===== config.mk =====
export PLATFORM = sky130hd
export DESIGN_NAME = ifu_dm_icache
export DESIGN_NICKNAME = d
export VERILOG_FILES = /design/src/rtl/ifu_dm_icache.sv
export SDC_FILE = /design/constraint.sdc
export NUM_CORES = 2
export LEC_CHECK = 0
export ABC_AREA = 1
export ABC_CLOCK_PERIOD_IN_PS = 17600
export CORE_MARGIN = 2
export CORE_UTILIZATION = 47
export DETAILED_ROUTE_END_ITERATION = 6
export PLACE_DENSITY_LB_ADDON = 0.2
export SLEW_MARGIN = 20
export SYNTH_ARGS = -nofsm -noshare
export SYNTH_HDL_FRONTEND = slang
export SYNTH_SLANG_ARGS = --single-unit
export TNS_END_PERCENT = 10

===== constraint.sdc =====
create_clock -name Clk -period 17.6 [get_ports Clk]
set_input_delay 4.4 -clock Clk [delete_from_list [all_inputs] [get_ports Clk]]
set_output_delay 4.4 -clock Clk [all_outputs]
set_load 0.05 [all_outputs]

===== src/rtl/ifu_dm_icache.sv =====
// Direct-mapped instruction cache with a one-stage lookup pipeline.
// Single outstanding line fill; flushes are deferred until any pending response is delivered.
module ifu_dm_icache #(
    parameter int ADDR_WIDTH = 32,
    parameter int LINE_WIDTH = 128,
    parameter int NUM_LINES  = 16,
    parameter int INST_WIDTH = 32
) (
    input  logic                  Clk,
    input  logic                  Rst,
    input  logic                  CoreReqValid,
    input  logic [ADDR_WIDTH-1:0] CoreReqAddr,
    output logic                  CoreReqReady,
    output logic                  CoreRspValid,
    output logic [INST_WIDTH-1:0] CoreRspInst,
    output logic                  MemReqValid,
    output logic [ADDR_WIDTH-1:0] MemReqAddr,
    input  logic                  MemReqReady,
    input  logic                  MemRspValid,
    input  logic [LINE_WIDTH-1:0] MemRspData,
    input  logic                  FlushReq,
    output logic [31:0]           HitCnt,
    output logic [31:0]           MissCnt
);

    localparam int OFFSET_W = $clog2(LINE_WIDTH / 8);
    localparam int INDEX_W  = $clog2(NUM_LINES);
    localparam int TAG_W    = ADDR_WIDTH - INDEX_W - OFFSET_W;
    localparam int WORDS    = LINE_WIDTH / INST_WIDTH;
    localparam int WSEL_W   = (WORDS > 1) ? $clog2(WORDS) : 1;

    typedef enum logic [1:0] {
        IDLE,
        MISS_REQ,
        MISS_WAIT,
        FILL_RSP
    } state_e;

    state_e                  state_q;
    logic                    lk_valid_q;
    logic [ADDR_WIDTH-1:0]   lk_addr_q;
    logic                    flush_pend_q;
    logic [NUM_LINES-1:0]    valid_q;
    logic [TAG_W-1:0]        tag_q  [NUM_LINES];
    logic [LINE_WIDTH-1:0]   data_q [NUM_LINES];
    logic                    mem_req_q;
    logic [ADDR_WIDTH-1:0]   mem_addr_q;
    logic [31:0]             hit_cnt_q;
    logic [31:0]             miss_cnt_q;

    logic [INDEX_W-1:0]      lk_idx;
    logic [TAG_W-1:0]        lk_tag;
    logic [WSEL_W-1:0]       lk_wsel;
    logic [LINE_WIDTH-1:0]   lk_line;
    logic                    is_idle;
    logic                    tag_hit;
    logic                    hit;
    logic                    miss_det;
    logic                    flush_any;
    logic                    flush_now;
    logic                    ready;
    logic                    accept;
    logic                    rsp_valid;
    logic                    fill_we;
    logic                    unused_addr_lsb;

    assign lk_idx  = lk_addr_q[OFFSET_W +: INDEX_W];
    assign lk_tag  = lk_addr_q[ADDR_WIDTH-1 -: TAG_W];
    assign lk_wsel = lk_addr_q[2 +: WSEL_W];
    assign lk_line = data_q[lk_idx];

    assign unused_addr_lsb = ^lk_addr_q[1:0];

    assign is_idle  = (state_q == IDLE);
    assign tag_hit  = valid_q[lk_idx] && (tag_q[lk_idx] == lk_tag);
    assign hit      = is_idle && lk_valid_q && tag_hit;
    assign miss_det = is_idle && lk_valid_q && !tag_hit;

    // A pending or arriving flush blocks new requests so the lookup stage drains first.
    assign flush_any = FlushReq || flush_pend_q;
    assign flush_now = is_idle && !lk_valid_q && flush_any;
    assign ready     = is_idle && !miss_det && !flush_any;
    assign accept    = CoreReqValid && ready;

    assign rsp_valid = hit || (state_q == FILL_RSP);
    assign fill_we   = (state_q == MISS_WAIT) && MemRspValid && !Rst;

    assign CoreReqReady = ready;
    assign CoreRspValid = rsp_valid;
    assign CoreRspInst  = rsp_valid
                        ? lk_line[lk_wsel*INST_WIDTH +: INST_WIDTH]
                        : '0;
    assign MemReqValid  = mem_req_q;
    assign MemReqAddr   = mem_addr_q;
    assign HitCnt       = hit_cnt_q;
    assign MissCnt      = miss_cnt_q;

    always_ff @(posedge Clk) begin
        if (Rst) begin
            state_q      <= IDLE;
            lk_valid_q   <= 1'b0;
            lk_addr_q    <= '0;
            flush_pend_q <= 1'b0;
            valid_q      <= '0;
            mem_req_q    <= 1'b0;
            mem_addr_q   <= '0;
            hit_cnt_q    <= '0;
            miss_cnt_q   <= '0;
        end else begin
            case (state_q)
                IDLE: begin
                    if (miss_det) begin
                        state_q    <= MISS_REQ;
                        mem_req_q  <= 1'b1;
                        mem_addr_q <= {lk_tag, lk_idx, {OFFSET_W{1'b0}}};
                    end else begin
                        lk_valid_q <= accept;
                        if (accept) begin
                            lk_addr_q <= CoreReqAddr;
                        end
                    end
                    if (flush_now) begin
                        valid_q <= '0;
                    end
                end
                MISS_REQ: begin
                    if (MemReqReady) begin
                        mem_req_q <= 1'b0;
                        state_q   <= MISS_WAIT;
                    end
                end
                MISS_WAIT: begin
                    if (MemRspValid) begin
                        valid_q[lk_idx] <= 1'b1;
                        state_q         <= FILL_RSP;
                    end
                end
                FILL_RSP: begin
                    lk_valid_q <= 1'b0;
                    state_q    <= IDLE;
                end
                default: begin
                    state_q <= IDLE;
                end
            endcase

            if (flush_now) begin
                flush_pend_q <= 1'b0;
            end else if (FlushReq) begin
                flush_pend_q <= 1'b1;
            end

            if (hit && (hit_cnt_q != 32'hFFFF_FFFF)) begin
                hit_cnt_q <= hit_cnt_q + 32'd1;
            end
            if (miss_det && (miss_cnt_q != 32'hFFFF_FFFF)) begin
                miss_cnt_q <= miss_cnt_q + 32'd1;
            end
        end
    end

    // Tag and data storage carry no reset; the valid bits qualify them.
    always_ff @(posedge Clk) begin
        if (fill_we) begin
            tag_q[lk_idx]  <= lk_tag;
            data_q[lk_idx] <= MemRspData;
        end
    end

endmodule


# Word-level counts from Yosys, hierarchy flattened
# Memory sizes are Yosys's and may differ from the RTL's. A register that Yosys moved wholly into a read port is not among the register bits.
# Cells that the tools add are included.
# totals
wordCells,84
mem_count,2
ramBits,2432
output_inout_bits,131
register_bits,145
# memory_table
memory,depth,width,rd,rd_clocked_by_memory_dff,wr,line_no,text
data_q,16,128,1,1,1,45,logic [LINE_WIDTH-1:0] data_q [NUM_LINES];
tag_q,16,24,1,1,1,44,logic [TAG_W-1:0] tag_q [NUM_LINES];
# op_classes
n_bitwise,2
shift,1
eq_ne,11
n_addsub,2
reduce_logical,32
muxes,23
order_cmp,2
# ops
operator,n
variable part select 128 x 8 -> 32 bit,1
adder 32 x 1 -> 32 bit (second input constant),2
!= test 32 bit (second input constant),2
two-way mux 16 bit,2
two-way mux 32 bit,1
one-hot mux 16 bit (2 select lines),1
== test 24 bit,1
two-way mux 4 bit,4
bitwise OR 16 bit,1
logical AND 1 bit,14
AND reduction 3 bit,4
one-hot mux 2 bit (4 select lines),1
two-way mux 1 bit,7
two-way mux 2 bit,3
!= test 2 bit (second input constant),3
nonzero test 2 bit,3
zero test 1 bit,5
< comparator 4 x 5 -> 1 bit (second input constant),1
binary-select mux 1 bit (select 4 bit),1
demux 1 bit (select 4 bit),1
== test 2 bit (second input constant),2
greater-or-equal comparator 4 x 1 -> 1 bit (second input constant),1
!= test 2 x 1 -> 1 bit (second input constant),2
one-hot mux 1 bit (2 select lines),2
other kinds (6),8

# Logic depth before layout (Yosys ltp)
# depth
word_depth,12
mapped_depth,22
mapped_depth_nobuf,19

# Worst setup path after synthesis
# Ideal clock, no wire load.
# synth_timing
kind,input-to-reg
from,in Rst
to,"mem data_q[11][0], enable pin"
arrival_time_ns,15.455
setup_ns,0.849
required_time_ns,16.751
cell_stages,5
slack_ns,1.295
cell_sequence,clkbuf_1 inv_1 nand3_1 clkbuf_1 nor3_1
# synth_between
elab_chain_len,4
# synth_lines
element,line_no,text
"start, declared",10,"input logic Rst,"
zero test 1 bit,86,assign fill_we = (state_q == MISS_WAIT) && MemRspValid && !Rst;
logical AND 1 bit,86,
two-way mux 1 bit,164,if (fill_we) begin
two-way mux 1 bit (not written as such),166,data_q[lk_idx] <= MemRspData;
"end, declared",45,
# Every way passes these cells.

==> flow_metrics.env <==
export IMPL_critPathKind="flip-flop to output pin"
export IMPL_die_w_um=473.1
export IMPL_chipHeight_um=473.1
export IMPL_ys_seq_area_share_pct=73.45
export IMPL_dr_pass1_iters=6
export IMPL_antenna_found_initial=53
export IMPL_ir_drop_uv=126.4
export IMPL_critPathSlowestCell="buf_4"
export IMPL_cts_resized=0
export IMPL_p_leak_nw=39.51
export IMPL_grt_pass1_vias=65854
export IMPL_ctsHoldBuffers=0
export IMPL_finalHoldViolations=0
export IMPL_maxCapViolations=0
export IMPL_placed_cell_area_um2=108900
export IMPL_overflow=0
export IMPL_rows=172
export IMPL_fin_ws_ps=5470
export IMPL_dp_hpwl_um=151700
export IMPL_grt_max_degree=239
export IMPL_max_stage_delay_ps=970
export IMPL_routed_wl_um=306500
export IMPL_rsz0062_at_grt="no"
export IMPL_synthArstFlopShare_pct=0
export IMPL_synthCells=8252
export IMPL_crit_chain="inv_16, buf_4, buf_4, buf_4, a21oi_1, a221oi_1, a311o_1, o311ai_0, nand3_1, nand2_1, nor2_1, clkdlybuf4s50_1"
export IMPL_stdcell_area_um2=117500
export IMPL_yosysWarnings=0
export IMPL_clock_path_buffers=4
export IMPL_fin_util_pct=53.57
export IMPL_post_place_cells=10962
export IMPL_hp_class="flip-flop to flip-flop"
export IMPL_pwr_density_cell_nw_per_um2=128.0
export IMPL_synth_edf_count=2432
export IMPL_netlist_area_um2=103400
export IMPL_port_buffer_count=290
export IMPL_max_freq_ghz=0.08244
export IMPL_status="finished, final reports clean"
export IMPL_skew_ps=61.13
export IMPL_worstPathRequired_ps=13200
export IMPL_cts_tree="done"
export IMPL_antenna_left=0
export IMPL_final_common_cell="edfxtp_1"
export IMPL_cts_buffers=285
export IMPL_path_max_fanout=238
export IMPL_drv_slew=0
export IMPL_cts_max_level=5
export IMPL_drive_above_1_share_pct=6.374
export IMPL_yosys_most_used_dff="edfxtp_1"
export IMPL_cts_setup_buffers=0
export IMPL_die_area_um2=223800
export IMPL_min_period_ps=12130
export IMPL_fin_nets=8550
export IMPL_cpMostUsedCell="buf_4"
export IMPL_fin_setup_tns_ps=0
export IMPL_drc=0
export IMPL_syn_to_final_growth_pct=13.57
export IMPL_root_buffer="clkbuf_16"
export IMPL_grt_first_pass_wirelength_um=444800
export IMPL_mostFrequentLayoutCells="edfxtp_1, nand2_1, a21oi_1"
export IMPL_clkTransAtPathRegs_ps=60
export IMPL_synth_area_per_cell_um2=12.53
export IMPL_arrival_ps=7730
export IMPL_pre_cts_ws_ps=6646
export IMPL_synth_cell_types=41
export IMPL_post_route_period_util_pct=68.92
export IMPL_initial_core_util_pct=47.17
export IMPL_worst_slew_pin_slew_ps=1486
export IMPL_clkSinkCount=2579
export IMPL_pin_count=297
export IMPL_stdcell_count=11451
export IMPL_slew_headroom_pct=0.9465
export IMPL_drtIter0Drc=7721
export IMPL_clk_latency_ps=930
export IMPL_via_per_inst=6.042
export IMPL_synth_seq_cells=2579
export IMPL_hold_ws_ps=450.8
export IMPL_gp_congestion=0.9144
export IMPL_endpoint_kind="output pin"
export IMPL_vias=69182
export IMPL_setup_viol=0
export IMPL_core_area_um2=219300
export IMPL_p_total_mw=15.04
export IMPL_wl_per_cell_um=26.76
export IMPL_grt_use_total_pct=26.78
export IMPL_start_kind="flip-flop"
cell usage after synthesis (all sizes together), types with 54 or more instances:
master,instances,area [um^2]
nor2,535,2028
a221oi,249,2181
dfxtp,147,2943
a311o,69,690.7
inv,202,760.7
nand3,483,2435
nand4,64,406.6
o211ai,78,585.6
o21ai,350,1752
buf,177,917.1
clkbuf,407,1528
nand2,1929,7243
o221ai,128,1121
nor3,54,275.3
a21oi,748,3744
a32o,58,580.6
o311ai,64,560.5
edfxtp,2432,73030
routing by layer:
metal,global-route usage (%),wire length (um),share of wire (%)
met1,37.19,127500,42
met4,9.647,10500,3.4
met3,4.880,24470,8.0
met5,0,292,0.095
met2,42.41,143600,47
sequential cells by signal, indices dropped and copies added, names as in the netlist, named ones only:
| register | count |
|---|---|
| data_q | 2048 |
| tag_q | 384 |
| HitCnt | 32 |
| MissCnt | 32 |
| lk_addr_q | 30 |
| MemReqAddr | 28 |
| valid_q | 16 |
| state_q | 2 |
| MemReqValid | 1 |
| flush_pend_q | 1 |
| lk_valid_q | 1 |
final cells by class:
cell class | instances | area, um^2
Fill cell | 18080 | 101800
Sequential cell | 2579 | 75990
Multi-Input combinational cell | 4889 | 24370
Clock buffer | 354 | 7577
Timing Repair Buffer | 420 | 4124
Tap cell | 2871 | 3592
Clock inverter | 121 | 979.7
Inverter | 203 | 800.8
Antenna cell | 14 | 35.03
logic make-up after synthesis:
group | count (synthesis) | share of synthesized area, %
AO/OA/AOI/OAI | 1752 | 10.92
XOR/XNOR | 41 | 0.3472
adder cells (fa/ha/maj) | 6 | 0.07258
buffers and inverters | 787 | 3.103
flip-flops | 2579 | 73.45
other | 1 | 0.003625
AND/OR/NAND/NOR | 3086 | 12.11
critical path, delay by kind of cell (launching register included):
kind	cells	cell delay, ps
simple gates	3	630
flops	1	570
compound gates	4	1050
buf+inv	5	3930
power by group:
part	switching, mW	internal [mW]	total (mW)
combinational	1.83	0.721	2.55
clock	2.33	3.25	5.58
sequential	0.117	6.79	6.91
final timing paths:
path                                 start                          to  slack (ps)  cells after the start
setup / recovery                 flip-flop             CoreRspInst[26]        5470                     12
hold / removal    valid_q[11]$_SDFFE_PP0P_    valid_q[11]$_SDFFE_PP0P_         450                      2
setup reg to reg                 flip-flop  lk_addr_q[22]$_SDFFE_PP0P_       10940                     18
hold reg to reg   valid_q[11]$_SDFFE_PP0P_    valid_q[11]$_SDFFE_PP0P_         450                      2
Power figures use the tool's default switching activity.
